[config.mk]
export PLATFORM = sky130hd
export DESIGN_NAME = mem_resp_tracker
export DESIGN_NICKNAME = d
export VERILOG_FILES = /design/src/rtl/mem_resp_tracker_pkg.sv /design/src/rtl/mem_resp_tracker_load_align.sv /design/src/rtl/mem_resp_tracker.sv
export SDC_FILE = /design/constraint.sdc
export NUM_CORES = 1
export LEC_CHECK = 0
export ABC_AREA = 1
export ABC_CLOCK_PERIOD_IN_PS = 3900
export CAP_MARGIN = 20
export CORE_MARGIN = 5
export CORE_UTILIZATION = 25
export DETAILED_ROUTE_END_ITERATION = 7
export SLEW_MARGIN = 25
export SYNTH_ARGS = -nofsm -noshare
export SYNTH_HDL_FRONTEND = slang
export SYNTH_SLANG_ARGS = --single-unit
[constraint.sdc]
create_clock -name clk -period 3.9 [get_ports clk]
set_input_delay 0.78 -clock clk [delete_from_list [all_inputs] [get_ports clk]]
set_output_delay 0.78 -clock clk [all_outputs]
set_load 0.03 [all_outputs]
[src/rtl/mem_resp_tracker_pkg.sv]
// mem_resp_tracker_pkg: load-op encoding shared by the MEM-stage response tracker and load aligner
package mem_resp_tracker_pkg;
    localparam int LD_OP_WD = 7;
    localparam int LD_LW  = 6;
    localparam int LD_LB  = 5;
    localparam int LD_LBU = 4;
    localparam int LD_LH  = 3;
    localparam int LD_LHU = 2;
    localparam int LD_LWL = 1;
    localparam int LD_LWR = 0;
    typedef logic [LD_OP_WD-1:0] ld_op_t;
endpackage

[src/rtl/mem_resp_tracker_load_align.sv]
// mem_resp_tracker_load_align: aligns/extends load data and builds per-byte GPR write enables
module mem_resp_tracker_load_align
    import mem_resp_tracker_pkg::*;
(
    input  logic [LD_OP_WD-1:0] ld_op,
    input  logic [1:0]          addr_lo,
    input  logic                gr_we,
    input  logic [31:0]         data,
    output logic [31:0]         ld_result,
    output logic [3:0]          ld_rf_we
);
    logic [31:0] sh_r, sh_l;
    logic [15:0] half;
    // 3-p on two bits is simply ~p
    assign sh_r = data >> {addr_lo, 3'b000};
    assign sh_l = data << {~addr_lo, 3'b000};
    assign half = addr_lo[1] ? data[31:16] : data[15:0];
    assign ld_result = ld_op[LD_LW]  ? data :
                       ld_op[LD_LB]  ? {{24{sh_r[7]}}, sh_r[7:0]} :
                       ld_op[LD_LBU] ? {24'd0, sh_r[7:0]} :
                       ld_op[LD_LH]  ? {{16{half[15]}}, half} :
                       ld_op[LD_LHU] ? {16'd0, half} :
                       ld_op[LD_LWL] ? sh_l :
                       ld_op[LD_LWR] ? sh_r : data;
    assign ld_rf_we = ld_op[LD_LWL] ? {1'b1, addr_lo != 2'd0, addr_lo[1], addr_lo == 2'd3} :
                      ld_op[LD_LWR] ? {addr_lo == 2'd0, !addr_lo[1], addr_lo != 2'd3, 1'b1} :
                      {4{gr_we}};
endmodule

[src/rtl/mem_resp_tracker.sv]
// mem_resp_tracker: counts in-flight data requests, drops stale responses after a flush and
// buffers returned rdata in order until the MS op consumes it
module mem_resp_tracker
    import mem_resp_tracker_pkg::*;
#(
    parameter int DEPTH  = 4,
    parameter bit BYPASS = 1'b1
) (
    input  logic                clk,
    input  logic                resetn,
    input  logic                req_fire,
    output logic                req_allow,
    input  logic                data_ok,
    input  logic [31:0]         rdata,
    input  logic                flush,
    input  logic                ms_consume,
    output logic                resp_valid,
    input  logic [LD_OP_WD-1:0] ld_op,
    input  logic [1:0]          addr_lo,
    input  logic                gr_we,
    output logic [31:0]         ld_result,
    output logic [3:0]          ld_rf_we
);
    localparam int CNT_W = $clog2(DEPTH + 1);
    localparam int PTR_W = DEPTH > 1 ? $clog2(DEPTH) : 1;

    logic [CNT_W-1:0] inflight, cancel_cnt, fcnt, inflight_nxt;
    logic [PTR_W-1:0] rd_ptr, wr_ptr;
    logic [31:0]      mem [DEPTH];
    logic [31:0]      head;
    logic             buffered, live, push, pop;

    function automatic logic [PTR_W-1:0] ptr_inc(input logic [PTR_W-1:0] p);
        return p == PTR_W'(DEPTH - 1) ? '0 : p + 1'b1;
    endfunction

    assign buffered     = fcnt != '0;
    assign live         = data_ok && cancel_cnt == '0 && !flush;
    assign push         = live && !(BYPASS && !buffered && ms_consume);
    assign pop          = ms_consume && buffered && !flush;
    assign resp_valid   = !flush && (buffered || (BYPASS && live));
    assign req_allow    = ({1'b0, inflight} + {1'b0, fcnt}) < (CNT_W + 1)'(DEPTH);
    assign head         = buffered ? mem[rd_ptr] : rdata;
    assign inflight_nxt = inflight + CNT_W'(req_fire) - CNT_W'(data_ok);

    always_ff @(posedge clk or negedge resetn) begin
        if (!resetn) begin
            inflight   <= '0;
            cancel_cnt <= '0;
            fcnt       <= '0;
            rd_ptr     <= '0;
            wr_ptr     <= '0;
        end else begin
            inflight   <= inflight_nxt;
            // after a flush every request still outstanding is stale
            cancel_cnt <= flush ? inflight_nxt : cancel_cnt - CNT_W'(data_ok && cancel_cnt != '0);
            fcnt       <= flush ? '0 : fcnt + CNT_W'(push) - CNT_W'(pop);
            rd_ptr     <= flush ? '0 : pop ? ptr_inc(rd_ptr) : rd_ptr;
            wr_ptr     <= flush ? '0 : push ? ptr_inc(wr_ptr) : wr_ptr;
        end
    end

    always_ff @(posedge clk) begin
        if (push) mem[wr_ptr] <= rdata;
    end

    mem_resp_tracker_load_align u_load_align (
        .ld_op    (ld_op),
        .addr_lo  (addr_lo),
        .gr_we    (gr_we),
        .data     (head),
        .ld_result(ld_result),
        .ld_rf_we (ld_rf_we)
    );

    a_req_allowed: assert property (@(posedge clk) disable iff (!resetn) !(req_fire && !req_allow));
    a_consume_valid: assert property (@(posedge clk) disable iff (!resetn) !(ms_consume && !flush && !resp_valid));
    a_no_wrap: assert property (@(posedge clk) disable iff (!resetn) inflight <= CNT_W'(DEPTH));
endmodule

==> metrics.yaml <==
run_status: "finished clean"
height_of_the_die_um: 198
rr_endpoint: "fcnt[2]$_DFF_PN0_"
critical_path.reg2reg.startpoint: "cancel_cnt[1]$_DFF_PN0_"
gr-max-usage-layer: "met2"
ff_latch_area_um2: 4170
ys_dominant_reg_cell: "edfxtp_1"
post_drt_via_cell_ratio: 4.69
post-synth-top-area-fraction_pct: 43.4
synth-edff-count: 128
post_synth_xor_area_fraction_pct: 0.396
globalRouteMet3Util_pct: 2.55
power.clock.fraction_pct: 24.3
post_route_cells_drive_above_1_share_pct: 11.3
grt_max_degree: 68
cts.path.max_buffers: 2
max_cap_viol_count: 0
final.period_utilization_pct: 96.3
worst_ep_required_time_ns: 3.12
antenna_left: 0
syn-cell-area_um2: 8850
clk-insertion-delay-late_ns: 0.43
remaining_drc_errors: 0
synth.distinct_cells: 33
cts_root_buffer: "clkbuf_16"
layoutNonFillerInstCount: 1732
placementRows: 69
whs_path_cells: 1
fraction_of_registers_with_async_set_reset_pct: 9.22
first_global_vias: 7926
ys_ff_latch: 141
relative_slew_margins_pct: 59.6
endpoint_kind: "output pin"
totalWireLength_um: 28900
avgSynthCellArea_um2: 7.53
vdd_drop_max_v: 0.000360
ff2ff_setup_slack_ns: 1.38
yosys-top-cells-count: "nand2_1 (361), nand3_1 (207), inv_1 (187)"
die_area_um2: 39300
max_slew.worst_pin.slew_ns: 0.603
grt.met2_usage_pct: 25.4
reg2regPathDepth: 11
htreeDepth: 4
post_synth_inst_count: 1176
placedInstanceArea_um2: 10200
fin_tns_setup_ns: 0
power_frac_seq_pct: 28.2
cts_post_setup_buffers_inserted: 0
syn_nets: 1238
final_net_count: 1321
fin_skew_ns: 0.0107
synth_compound_gate_area_share_pct: 5.65
timing.hold.ws_ns: 0.508
rsz_0062_raised_after_global_routing: "no"
num_io_pins: 86
count_of_input_and_output_buffers: 85
cp-start-kind: "primary input"
numCtsBuffers: 17
routabilityCongestion: 0.926
yosys.cell_count.top_type: "nand2_1"
groute.layer.met1.usage_pct: 18.6
crit_path_max_fanout: 14
yosysWarningCount: 0
p_int_mw: 3.60
max_clock_freq_mhz: 266
crit_type: "primary input to output pin"
core-area_um2: 35200
drt_first_pass_iters: 5
synth_mux_area_share_pct: 0
crit_arrival_ns: 2.98
cts_clk_pin_slew_worst_paths_ns: 0.06
fin_hold_viols: 0
initial_utilization_pct: 25.1
final.fill_count: 3794
pwr_density_cell_nw_per_um2: 583
power_leakage_nw: 4.90
min_path_type: "flip-flop to flip-flop"
yosys.area.top_type: "edfxtp_1"
multiInputGateArea_um2: 3650
timing.final.crit_period_ns: 3.76
antenna_found_initial: 0
portion_of_the_post_synthesis_area_used_by_sequential_elements_pct: 47.1
flow.area_growth_from_synthesis_pct: 22.1
comb_power_share_pct: 47.5
global_route.usage.total_pct: 14.6
min_delay_worst_endpoint: "inflight[2]$_DFF_PN0_"
layout.cell_area.non_filler_um2: 10800
global_route.overflow_total: 0
tritoncts: "done"
utilization_pct: 30.7
post_synth_and_or_nand_nor_area_fraction_pct: 32.8
grt_first_pass_wirelength_um: 44700
setup_viol: 0
synth_top_family_by_area: "simple AND/OR/NAND/NOR gates"
power.net_switching_mw: 2.70
num_antenna_cells: 0
place_inst: 1701
routed_wire_length_per_instance_um: 16.7
min_from: "inflight[2]$_DFF_PN0_"
finalMaxSlewViolations: 0
clock_sinks: 141
place.detailed.hpwl_um: 20800
via_count: 8116
synth-adder-area-share_pct: 2.15
iteration_0_drc_markers: 709
synth_area_leaders: "edfxtp_1 (43%), nand2_1 (15%), nand3_1 (12%), inv_1 (7.9%), dfrtp_1 (3.7%)"
swShare_pct: 42.8
floorplan.die.width_um: 198
[flip-flops by register name, indices dropped and copies added (netlist names)]
name	cells
cancel_cnt	3
wr_ptr	2
inflight	3
mem	128
rd_ptr	2
fcnt	3
[kinds of logic (layout without fill, tap and decap cells)]
group / Yosys count / after routing
buffers and inverters: 255 / 350
adder cells (fa/ha/maj): 14 / 14
AO/OA/AOI/OAI: 97 / 97
AND/OR/NAND/NOR: 665 / 665
flip-flops: 141 / 141
XOR/XNOR: 4 / 4
[repair_timing]
item | CTS | global route
endpoints found under the setup margin | 0 | 29
hold buffers | 0 | 0
gates resized for setup | 0 | 7
[worst max path at each step]
stage | from | end | slack, ns | depth (start not counted)
3_5_place_dp | addr_lo[1] | ld_result[3] | 0.14 | 9
4_1_cts | rd_ptr[1]$_DFFE_PN0P_ | ld_result[5] | 0.06 | 12
3_3_place_gp | addr_lo[1] | ld_result[7] | 0.04 | 9
2_1_floorplan | data_ok | mem[0][0]$_DFFE_PP_ | 0.70 | 6
6_report | ld_op[0] | ld_result[17] | 0.14 | 11
5_1_grt | ld_op[0] | ld_result[15] | 0.02 | 10
[power groups by stage]
stage	combinational [mW]	clock, mW	sequential, mW
detailed placement	2.98	0	1.81
floorplan	2.00	0	1.80
CTS	2.99	1.55	1.78
global route	3.29	1.62	1.79
finish	2.99	1.53	1.78
global placement	2.97	0	1.81
[worst max-delay path: stages]
cell             delay, ns
clkdlybuf4s50_1       0.69
inv_1                 0.27
nor2_1                0.14
buf_4                 0.24
nand2_1               0.09
nand2_1               0.06
nand3_1               0.07
nand2_1               0.08
nand2_1               0.05
a21oi_1               0.27
buf_4                 0.22
[through the flow]
stage	setup WS, ns	power (mW)
after floorplan	0.699	3.80
after global placement	0.0366	4.78
after detailed placement	0.140	4.79
final	0.144	6.30
after CTS	0.0561	6.32
after global routing	0.0249	6.70
[routing by layer]
| metal | wire [um] | share of wire [%] |
|---|---|---|
| met1 | 12300 | 42 |
| met2 | 14300 | 50 |
| met3 | 1650 | 5.7 |
| met4 | 670 | 2.3 |
| met5 | 0 | 0 |
[cells in the final DEF, fill, tap and decap left out, types with 2 or more instances in the layout]
master           synthesis  final
nand2_1                361    360
nand3_1                207    207
inv_1                  187    185
edfxtp_1               128    128
buf_4                    3     67
a21oi_1                 53     53
clkdlybuf4s50_1          0     51
nor2_1                  41     37
o21ai_0                 34     34
or2_2                   26     26
clkbuf_16                0     17
ha_1                    12     12
dfrtp_1                 13     12
and2_1                  11     11
nand4_1                  8      8
or2_1                    6      6
clkinvlp_4               0      5
inv_2                    5      5
buf_12                   0      5
o21ai_1                  4      4
nor2_2                   0      4
clkinv_4                 0      4
clkinv_1                 3      3
o211ai_1                 3      3
xnor2_1                  3      3
nor4_1                   2      2
fa_1                     2      2
inv_6                    0      2
clkbuf_1                20      2
[final cells by class]
class,count,area share (%)
Multi-Input combinational cell,780,33.8
Clock inverter,12,1.09
Sequential cell,141,38.6
Inverter,195,6.83
Tap cell,461,5.34
Clock buffer,19,4.00
Timing Repair Buffer,124,10.4
Note: power is estimated with default switching activity, not from simulation.
